## config.mk

```make
export PLATFORM = sky130hd
export DESIGN_NAME = ctrl_somador_serial
export DESIGN_NICKNAME = d
export VERILOG_FILES = /design/src/rtl/ctrl_somador_serial.sv
export SDC_FILE = /design/constraint.sdc
export NUM_CORES = 1
export LEC_CHECK = 0
export BUFFER_PORTS_ARGS = -buffer_cell sky130_fd_sc_hd__buf_2
export CORE_MARGIN = 2
export CORE_UTILIZATION = 44
export CTS_BUF_LIST = sky130_fd_sc_hd__clkbuf_8
export DETAILED_ROUTE_END_ITERATION = 7
export GPL_TIMING_DRIVEN = 0
export PLACE_DENSITY = 0.73
export SLEW_MARGIN = 20
export SYNTH_ARGS = -nofsm -noshare
export SYNTH_HDL_FRONTEND = slang
export SYNTH_SLANG_ARGS = --single-unit
```

## constraint.sdc

```tcl
create_clock -name clk -period 2.5 [get_ports clk]
set_input_delay 0.5 -clock clk [delete_from_list [all_inputs] [get_ports clk]]
set_output_delay 0.5 -clock clk [all_outputs]
set_load 0.02 [all_outputs]
```

## src/rtl/ctrl_somador_serial.sv

```systemverilog
// ctrl_somador_serial
// Nibble-serial add/subtract sequencer that drives one shared external 4-bit
// ripple-carry adder. It feeds one nibble per clock, LSB first, and chains
// the carry through a register to produce NIBBLES*4-bit sums/differences.
//
// Ports:
//   clk, rst          - rising-edge clock, synchronous active-high reset
//   start, sub        - request and mode (0 = a+b, 1 = a-b), sampled in IDLE/DONE
//   op_a, op_b        - W-bit operands, latched on acceptance
//   busy              - high while the operation is running
//   done              - one-cycle pulse, result/carry_out/overflow valid
//   result            - registered W-bit sum/difference (wraps modulo 2^W)
//   carry_out         - final adder carry (for sub: 1 = no borrow)
//   overflow          - two's-complement overflow of the W-bit operation
//   add_a, add_b, add_cin - to the external adder (zero outside RUN)
//   add_s, add_cout   - from the external adder (combinational)
module ctrl_somador_serial #(
    parameter int NIBBLES = 2
) (
    input  logic                   clk,
    input  logic                   rst,
    input  logic                   start,
    input  logic                   sub,
    input  logic [4*NIBBLES-1:0]   op_a,
    input  logic [4*NIBBLES-1:0]   op_b,
    output logic                   busy,
    output logic                   done,
    output logic [4*NIBBLES-1:0]   result,
    output logic                   carry_out,
    output logic                   overflow,
    output logic [3:0]             add_a,
    output logic [3:0]             add_b,
    output logic                   add_cin,
    input  logic [3:0]             add_s,
    input  logic                   add_cout
);

    localparam int W = 4 * NIBBLES;
    localparam logic [2:0] IDX_LAST = 3'(NIBBLES - 1);

    typedef enum logic [1:0] {
        ST_IDLE = 2'd0,
        ST_RUN  = 2'd1,
        ST_DONE = 2'd2
    } state_t;

    state_t         state_r;
    state_t         state_s;
    logic [W-1:0]   a_r;
    logic [W-1:0]   a_s;
    logic [W-1:0]   b_r;
    logic [W-1:0]   b_s;
    logic           cy_r;
    logic           cy_s;
    logic [2:0]     idx_r;
    logic [2:0]     idx_s;
    logic           busy_s;
    logic           done_s;
    logic [W-1:0]   result_s;
    logic           carry_out_s;
    logic           overflow_s;

    // Next-state and next-output decode for the sequencer.
    always_comb begin
        state_s     = state_r;
        a_s         = a_r;
        b_s         = b_r;
        cy_s        = cy_r;
        idx_s       = idx_r;
        busy_s      = 1'b0;
        done_s      = 1'b0;
        result_s    = result;
        carry_out_s = carry_out;
        overflow_s  = overflow;
        case (state_r)
            ST_IDLE, ST_DONE: begin
                if (start) begin
                    // Subtraction is a + ~b + 1: invert b here, seed the carry with 1.
                    a_s     = op_a;
                    b_s     = sub ? ~op_b : op_b;
                    cy_s    = sub;
                    idx_s   = 3'd0;
                    state_s = ST_RUN;
                    busy_s  = 1'b1;
                end else begin
                    state_s = ST_IDLE;
                end
            end
            ST_RUN: begin
                result_s[4*idx_r +: 4] = add_s;
                cy_s                   = add_cout;
                if (idx_r == IDX_LAST) begin
                    carry_out_s = add_cout;
                    // Sign check uses the stored (possibly inverted) b operand.
                    overflow_s  = (a_r[W-1] == b_r[W-1]) && (add_s[3] != a_r[W-1]);
                    idx_s       = 3'd0;
                    state_s     = ST_DONE;
                    done_s      = 1'b1;
                end else begin
                    idx_s  = idx_r + 3'd1;
                    busy_s = 1'b1;
                end
            end
            default: begin
                state_s = ST_IDLE;
            end
        endcase
    end

    // State and output registers with synchronous reset.
    always_ff @(posedge clk) begin
        if (rst) begin
            state_r   <= ST_IDLE;
            a_r       <= '0;
            b_r       <= '0;
            cy_r      <= 1'b0;
            idx_r     <= 3'd0;
            busy      <= 1'b0;
            done      <= 1'b0;
            result    <= '0;
            carry_out <= 1'b0;
            overflow  <= 1'b0;
        end else begin
            state_r   <= state_s;
            a_r       <= a_s;
            b_r       <= b_s;
            cy_r      <= cy_s;
            idx_r     <= idx_s;
            busy      <= busy_s;
            done      <= done_s;
            result    <= result_s;
            carry_out <= carry_out_s;
            overflow  <= overflow_s;
        end
    end

    // Adder operand decode from the latched operands; idle adder sees zeros.
    always_comb begin
        add_a   = 4'd0;
        add_b   = 4'd0;
        add_cin = 1'b0;
        if (state_r == ST_RUN) begin
            add_a   = a_r[4*idx_r +: 4];
            add_b   = b_r[4*idx_r +: 4];
            add_cin = cy_r;
        end else begin
            add_a   = 4'd0;
            add_b   = 4'd0;
            add_cin = 1'b0;
        end
    end

endmodule

```

# Word level (Yosys, flattened, before mapping)
# Cells that the tools add are included.
[op_classes]
n_addsub = 2
shifts = 4
mux = 17
eq_ne = 7
n_reduce_logical = 8
bitwise_logic = 2
[op_table]
columns = ["cell", "n"]
rows = [
  ["$neg A5 Y34", 1],
  ["$shift A4 B34 Y8 const A", 1],
  ["$shiftx A4 B34 Y8", 1],
  ["$shiftx A8 B6 Y4", 2],
  ["$bwmux W8", 1],
  ["$mux W4", 2],
  ["$mux W8", 1],
  ["$not A8 Y8", 1],
  ["$mux W1", 6],
  ["$mux W3", 2],
  ["$pmux W3 S2", 1],
  ["$reduce_and A2 Y1", 3],
  ["$ne A2 B2 Y1 const B", 2],
  ["$pmux W1 S2", 2],
  ["$pmux W2 S2", 1],
  ["$reduce_or A2 Y1", 2],
  ["$add A3 B1 Y3 const B", 1],
  ["$eq A3 B1 Y1 const B", 1],
  ["$eq A2 B1 Y1 const B", 1],
  ["$eq A2 B2 Y1 const B", 1],
  ["$logic_not A2 Y1", 1],
  ["$mux W2", 1],
  ["$reduce_bool A2 Y1", 1],
  ["$eq A1 B1 Y1", 1],
  ["other kinds (3)", 3],
]
[totals]
elab_cells = 50
inputBits = 25
reg_bits = 34
output_inout_bits = 21

# Longest topological paths before layout
# Gate-level depths: netlist (run 1).
[depth]
word_depth = 4
mapped_depth = 8
depth_no_buf = 7

# Worst setup path before layout (run 1)
# Ideal clock, no wire load.
[synth_timing]
path_kind = "register to register"
startpoint = "register idx_r[0]"
endpoint = "register result[1]"
path_stages_with_launch = 9
t_arrival_ps = 1783
synth_period_minus_slack_ps = 1854
setup_slack_ps = 646
required_ps = 2428
setup_ps = 72
path_buffers = 1
cell_sequence = "dfxtp_1 > buf_2 > inv_1 > ha_1 > inv_1 > ha_1 > nor4_1 > nor2b_4 > mux2i_1"
[synth_via]
elab_chain_cells = 3
elab_cells_between_ends = 4
cone_classes = "add/sub: 1; shift: 2; mux: 1"
[synth_lines]
columns = ["item", "line_no", "source"]
rows = [
  ["from (decl)", "55", "logic [2:0] idx_r;"],
  ["from (signal assigned)", "128", "idx_r <= idx_s;"],
  ["$neg A5 Y34 *", "90", "result_s[4*idx_r +: 4] = add_s;"],
  ["$shiftx A4 B34 Y8 / $shift A4 B34 Y8 (equally long branches)", "90", ""],
  ["$bwmux W8 *", "90", ""],
  ["to (signal assigned)", "131", "result <= result_s;"],
  ["to (decl)", "28", "output logic [4*NIBBLES-1:0] result,"],
]
# Mark *: on every way between the ends. The rest lies on a longest branch, timed or not.
# A chain may end at the register's enable or synchronous reset.

# Worst setup path in the final report (run 1)
[layout_timing]
startpoint = "register idx_r[2]"
endpoint = "output port add_a[3]"
[layout_via]
elab_chain_cells = 2
[layout_lines]
columns = ["item", "line_no", "source"]
rows = [
  ["$shiftx A8 B6 Y4", "143", "add_a = a_r[4*idx_r +: 4];"],
  ["$mux W4", "142", "if (state_r == ST_RUN) begin"],
  ["to (decl)", "31", "output logic [3:0] add_a,"],
]
# No other way between the ends.

==> results of run 1 <==
per-layer routing:
metal,part of all wire [%],up-vias
li1,-,714
met5,0,-
met3,6.6,4
met1,46,584
met4,1.9,0
met2,45,44
worst max-delay path by stage:
stage	from	end	slack [ns]
2_1_floorplan	idx_r[0]	result[1]	0.65
3_3_place_gp	idx_r[0]	result[2]	0.42
3_5_place_dp	idx_r[0]	result[2]	0.38
4_1_cts	idx_r[2]	add_b[3]	0.33
5_1_grt	idx_r[0]	result[2]	0.20
6_report	idx_r[2]	add_a[3]	0.34
state kept, by name (all words and copies together) (netlist names), 2 cells and up:
signal   count
a_r          8
b_r          8
idx_r        3
result       8
state_r      2
worst max-delay path: cells and delay by family (launching register included):
kind                   cells  cell delay, ns
and+or+nand+nor            2            0.63
DFF                        1            0.37
buffers and inverters      2            0.38
power breakdown:
group | switching [mW] | leakage, nW | internal [mW] | total [mW]
Sequential | 0.0192 | 0.279 | 0.576 | 0.595
Combinational | 0.125 | 0.513 | 0.0911 | 0.216
Clock | 0.179 | 0.0431 | 0.212 | 0.391
cell families after synthesis:
kind of cell | share of synthesized area (%)
AND/OR/NAND/NOR | 20.6
AO/OA/AOI/OAI | 14.8
flip-flops | 43.8
buffers and inverters | 4.67
multiplexers | 8.37
XOR/XNOR | 4.51
adder cells (fa/ha/maj) | 3.22
stage by stage:
step | hold slack [ns] | utilization (%) | worst slack (ns)
floorplan | 0.436 | - | 0.646
global placement | 0.442 | 54.3 | 0.425
detailed placement | 0.446 | 54.3 | 0.375
CTS | 0.445 | 56.8 | 0.328
global route | 0.442 | 56.8 | 0.197
finish | 0.454 | 56.8 | 0.341
cell type report:
| cell class | count | area, um^2 |
|---|---|---|
| inverter | 4 | 15.0 |
| multi-input combinational | 128 | 801 |
| tap | 46 | 57.6 |
| buffer | 13 | 57.6 |
| sequential | 34 | 681 |
| timing repair buffer | 43 | 215 |
| clock buffer | 6 | 82.6 |
| fill | 330 | 1450 |
placed cells by master, fill, tap and decap left out, types with 2 or more instances in the layout:
| cell type | n |
|---|---|
| buf_2 | 50 |
| dfxtp_1 | 34 |
| nand2_1 | 28 |
| nor2_1 | 19 |
| a21oi_1 | 14 |
| mux2i_1 | 13 |
| xnor2_1 | 8 |
| a211oi_1 | 8 |
| clkbuf_1 | 6 |
| nand3_1 | 6 |
| clkbuf_8 | 6 |
| inv_1 | 4 |
| o211ai_1 | 4 |
| o41ai_1 | 4 |
| ha_1 | 4 |
| nand2b_1 | 2 |
| o21ai_0 | 2 |
| nor3_1 | 2 |
==> flow_summary_export.csv, run 1 <==
group,metric,value,unit
yosys,synth_top_area_share,43.8,%
critical_path,worst_setup_path_end_kind,"output port",
critical_path,crit_chain,"or4b_1, buf_2, nor2_1, buf_2",
yosys,syn_area,1550,um^2
timing,fmax,463,MHz
pwr,p_leak,0.834,nW
global_routing,grt_pass1_wl,5.22,mm
floorplanning,core_area,3360,um^2
timing,worstMarginPinSlew,0.512,ns
yosys,ys_seq_area_share,43.8,%
global_routing,grt_use_total,17.0,%
yosys,synth_area_leaders,"dfxtp_1 44%, mux2i_1 8.4%, nand2_1 6.8%, nor2_1 4.6%, a21oi_1 4.5%",
critical_path,crit_fanout,9,
cts,ctsHoldBuffers,0,
critical_path,reg2reg_setup_slack,0.35,ns
placement,io_buffer_count,43,
finish,insertedDiodeCount,0,
min_path,hp-class,"in2reg",
placement,placed_area,1830,um^2
critical_path,slowest_delay,0.50,ns
floorplanning,ios,46,
placement,gp_congestion,0.788,
timing,period_share,86.3,%
pwr,ir_drop,0.405,mV
placement,place_inst,268,
timing,slew_viol_final,0,
critical_path,critPathMostFrequentCell,"buf_2",
routing,via_per_inst,4.91,
critical_path,cpMaxStageDelayCell,"or4b_1",
floorplanning,die_area,4020,um^2
critical_path,critical_path_class,"reg2out",
global_routing,use_met1,20.1,%
floorplanning,die_w,63.4,um
cts,clk_pin_slew_worst_paths,0.06,ns
routing,drtAntennaViolNets,0,
cts,cts_setup_buffers,0,
yosys,synth_common_cells,"34 x dfxtp_1, 28 x nand2_1, 19 x nor2_1",
flow_run,max_cap_violations,0,
finish,drive_gt1_share,25.0,%
critical_path,rr_endpoint,"result[2]",
cts,cts_max_path_buffers,2,
yosys,async_flop_share,0,%
routing,vias,1346,
global_routing,antenna_found_initial,0,
finish,layout.cells.non_filler,274,
yosys,synth_edf_count,0,
floorplanning,row_count,21,
yosys,ys_seq_elements,34,
routing,drc_errors,0,
timing,hold_viol_final,0,
cts,clock_latency,0.28,ns
critical_path,critPathLaunchType,"register",
finish,final_area,1910,um^2
routing,wl,3.23,mm
timing,fin_worst_skew,0.00297,ns
timing,slew_headroom,65.8,%
min_path,min_to,"a_r[3]",
critical_path,r2r.worst_path.cells,8,
placement,dp_hpwl,2.37,mm
yosys,post-synth-top-count-cell,"dfxtp_1",
global_routing,grt_pass1_vias,1163,
global_routing,met2_usage,26.7,%
yosys,ys_types,31,
critical_path,cp.arrival,1.66,ns
global_routing,met3_usage,6.25,%
floorplanning,die_y,63.4,um
yosys,synth_nets,208,
yosys,yosysTopAreaCell,"dfxtp_1",
cts,cts_tree,"yes",
cts,htreeDepth,2,
min_path,hold_depth,3,
global_routing,grt_busiest_layer,"met2",
timing,fin_tns_setup,0,ns
yosys,yosys_warnings,0,
timing,fin_crit,2.16,ns
min_path,min_from,"op_a[3]",
pwr,power.total,1.20,mW
yosys,netlist_instances,179,
cts,post_cts_resized,0,
routing,wl_per_cell,11.8,um
timing,rsz0062_at_grt,"no",
global_routing,overflow,0,
routing,drtIter0Drc,37,
critical_path,required,2.00,ns
critical_path,r2r-start,"idx_r[0]",
finish,finalNetCount,258,
cts,clock-root-buffer,"clkbuf_8",
floorplanning,initial_utilization,46.2,%
global_routing,grt_max_degree,11,
yosys,avgSynthCellArea,8.68,um^2
yosys,ys.flop_type,"dfxtp_1",
timing,setup_viol_count_final,0,
cts,clock-sinks,34,
finish,syn2layout_area_growth,22.9,%
pwr,power_density,630,nW/um^2
status,outcome,"finished, final reports clean",
cts,cts-buffers-inserted,5,
routing,first_pass_iters,4,
(Power assumes the default switching activity.)
==> inputs of run 2 (changes only) <==
--- a/config.mk
+++ b/config.mk
@@ -6,12 +6,11 @@
 export NUM_CORES = 1
 export LEC_CHECK = 0
 export BUFFER_PORTS_ARGS = -buffer_cell sky130_fd_sc_hd__buf_2
-export CORE_MARGIN = 2
 export CORE_UTILIZATION = 44
 export CTS_BUF_LIST = sky130_fd_sc_hd__clkbuf_8
 export DETAILED_ROUTE_END_ITERATION = 7
 export GPL_TIMING_DRIVEN = 0
-export PLACE_DENSITY = 0.73
+export PLACE_DENSITY = 0.75
 export SLEW_MARGIN = 20
 export SYNTH_ARGS = -nofsm -noshare
 export SYNTH_HDL_FRONTEND = slang
==> constraint.sdc (replaced) <==
create_clock -name clk -period 1.9 [get_ports clk]
set_input_delay 0.38 -clock clk [delete_from_list [all_inputs] [get_ports clk]]
set_output_delay 0.38 -clock clk [all_outputs]
set_load 0.02 [all_outputs]
==> run 2 against run 1 <==
The run now ends with setup timing left. Count of clock-buffer cells in the layout unchanged. Wire length increased by 11%. Die area decreased by 6.2%. Global-route usage increased by 4.0 points. Clock power increased by 71%. Setup slack got worse by 0.43 ns. Design area increased by 14%. Combinational power increased by 74%. Clock skew increased by 0.0039 ns. Cell count increased by 3.3%. Flip-flop and latch count unchanged. Core utilization increased by 8.0 points. Critical path type unchanged. Largest power group unchanged. Highest routed layer unchanged.
==> flow_summary_export.csv, run 2 (synthesis results as in run 1) <==
group,metric,value,unit
finish,final_common_cell,"buf_2",
pwr,p_leak,0.909,nW
timing,rsz0062_at_grt,"yes",
finish,finalNetCount,266,
timing,hold_viol_final,0,
timing,slew_headroom,65.1,%
cts,ctsHoldBuffers,0,
routing,wl_per_cell,12.7,um
status,violations,"setup timing",
cts,clock-sinks,34,
critical_path,required,1.52,ns
global_routing,grt_pass1_vias,1200,
timing,finalWorstSetupSlack,-0.0841,ns
timing,period_share,104,%
pwr,power_density,838,nW/um^2
routing,first_pass_iters,4,
status,outcome,"complete, but fails checks",
cts,clock_latency,0.29,ns
timing,fin_crit,1.98,ns
global_routing,grt_use_total,21.0,%
routing,drtIter0Drc,57,
pwr,ir_drop,0.528,mV
timing,fmax,504,MHz
floorplanning,die_y,61.4,um
finish,largestRegisters,"a_r: 8 flops, b_r: 8 flops, result: 8 flops",
finish,syn2layout_area_growth,40.3,%
critical_path,reg2reg_setup_slack,0.12,ns
floorplanning,row_count,21,
floorplanning,ios,46,
floorplanning,die_w,61.4,um
global_routing,grt_pass1_wl,5.54,mm
floorplanning,initial_utilization,46.2,%
timing,slew_viol_final,0,
finish,drive_gt1_share,34.6,%
min_path,hp-class,"in2reg",
critical_path,crit_fanout,5,
routing,wl,3.60,mm
timing,setup_viol_count_final,8,
cts,clock-root-buffer,"clkbuf_8",
critical_path,critical_path_class,"reg2out",
cts,htreeDepth,2,
critical_path,crit_path_start,"idx_r[1]",
routing,drtAntennaViolNets,0,
placement,place_inst,268,
cts,clk_pin_slew_worst_paths,0.07,ns
routing,vias,1411,
timing,fin_tns_setup,-0.505,ns
cts,cts_max_path_buffers,2,
routing,via_per_inst,4.99,
timing,worstMarginPinSlew,0.522,ns
global_routing,overflow,0,
flow_run,max_cap_violations,0,
finish,fin_util,64.8,%
placement,dp_hpwl,2.32,mm
floorplanning,die_area,3770,um^2
placement,io_buffer_count,43,
cts,cts-buffers-inserted,5,
critical_path,r2r.worst_path.cells,8,
critical_path,cp.arrival,1.60,ns
global_routing,grt_max_degree,11,
finish,insertedDiodeCount,0,
critical_path,rr_endpoint,"result[2]",
critical_path,r2r-start,"idx_r[0]",
critical_path,worst_setup_path_end_kind,"output port",
finish,layout.cells.non_filler,283,
global_routing,antenna_found_initial,0,
critical_path,critPathLaunchType,"register",
timing,fin_worst_skew,0.00687,ns
cts,cts_tree,"yes",
critical_path,crit_end,"add_a[2]",
finish,mostFrequentLayoutCells,"40 x buf_2, 30 x dfxtp_1, 28 x nand2_1",
floorplanning,core_area,3360,um^2
timing,holdWs,0.326,ns
placement,gp_congestion,0.771,
routing,drc_errors,0,
==> run 2: cell types whose count changed in the layout (fill, tap and decap cells not counted), moves of 4 or more <==
cell,before,now
buf_2,50,40
buf_4,0,7
buf_6,0,9
dfxtp_1,34,30
nor2_1,19,11
nor2_4,0,8
==> run 2: worst min-delay path by stage <==
stage | startpoint | endpoint | slack, ns | cells after the start
after floorplan | a_r[0] | a_r[0] | 0.44 | 2
after global placement | result[0] | result[0] | 0.44 | 2
after detailed placement | result[1] | result[1] | 0.45 | 2
after CTS | op_a[5] | a_r[5] | 0.33 | 3
after global routing | op_a[7] | a_r[7] | 0.33 | 3
final | op_a[6] | a_r[6] | 0.33 | 3
==> run 2: cell type report <==
class | count | area (um^2)
clock buffers | 6 | 82.6
flip-flops and latches | 34 | 691
fillers | 301 | 1180
inverters | 4 | 15.0
clock inverters | 1 | 30.0
multi-input cells | 128 | 892
plain buffers | 13 | 82.6
repair buffers | 51 | 329
well taps | 46 | 57.6
==> run 2: timing repair <==
action	CTS	global route
pin swaps	9	2
resized for setup	43	9
cloned	1	0
endpoints found under the setup margin	12	12
setup buffers	2	5
==> run 2: worst max-delay path, cell delays in order, from the launching register on <==
cell	delay [ns]
dfxtp_2	0.34
or4b_4	0.58
buf_8	0.17
nor2_4	0.10
buf_6	0.12
==> run 2: metrics by stage <==
step           total power [mW]  area, um^2  setup WS [ns]
5_1_grt                    1.91        2180         -0.110
2_1_floorplan              1.00        1550         0.0458
3_3_place_gp               1.08        1830         -0.196
3_5_place_dp               1.08        1830         -0.213
4_1_cts                    1.80        2100        -0.0598
6_report                   1.83        2180        -0.0841
==> run 2: report_power, final <==
part	switching, mW	total, mW	internal (mW)
Clock	0.249	0.669	0.419
Combinational	0.205	0.376	0.171
Sequential	0.0249	0.781	0.757
Total	0.479	1.83	1.35
==> run 2: layer usage <==
layer | track usage, % | part of all wire [%] | up-vias
li1 | - | - | 731
met2 | 33.9 | 46 | 43
met1 | 25.9 | 47 | 631
met5 | 0 | 0 | -
met3 | 5.67 | 5.5 | 6
met4 | 10.5 | 1.6 | 0
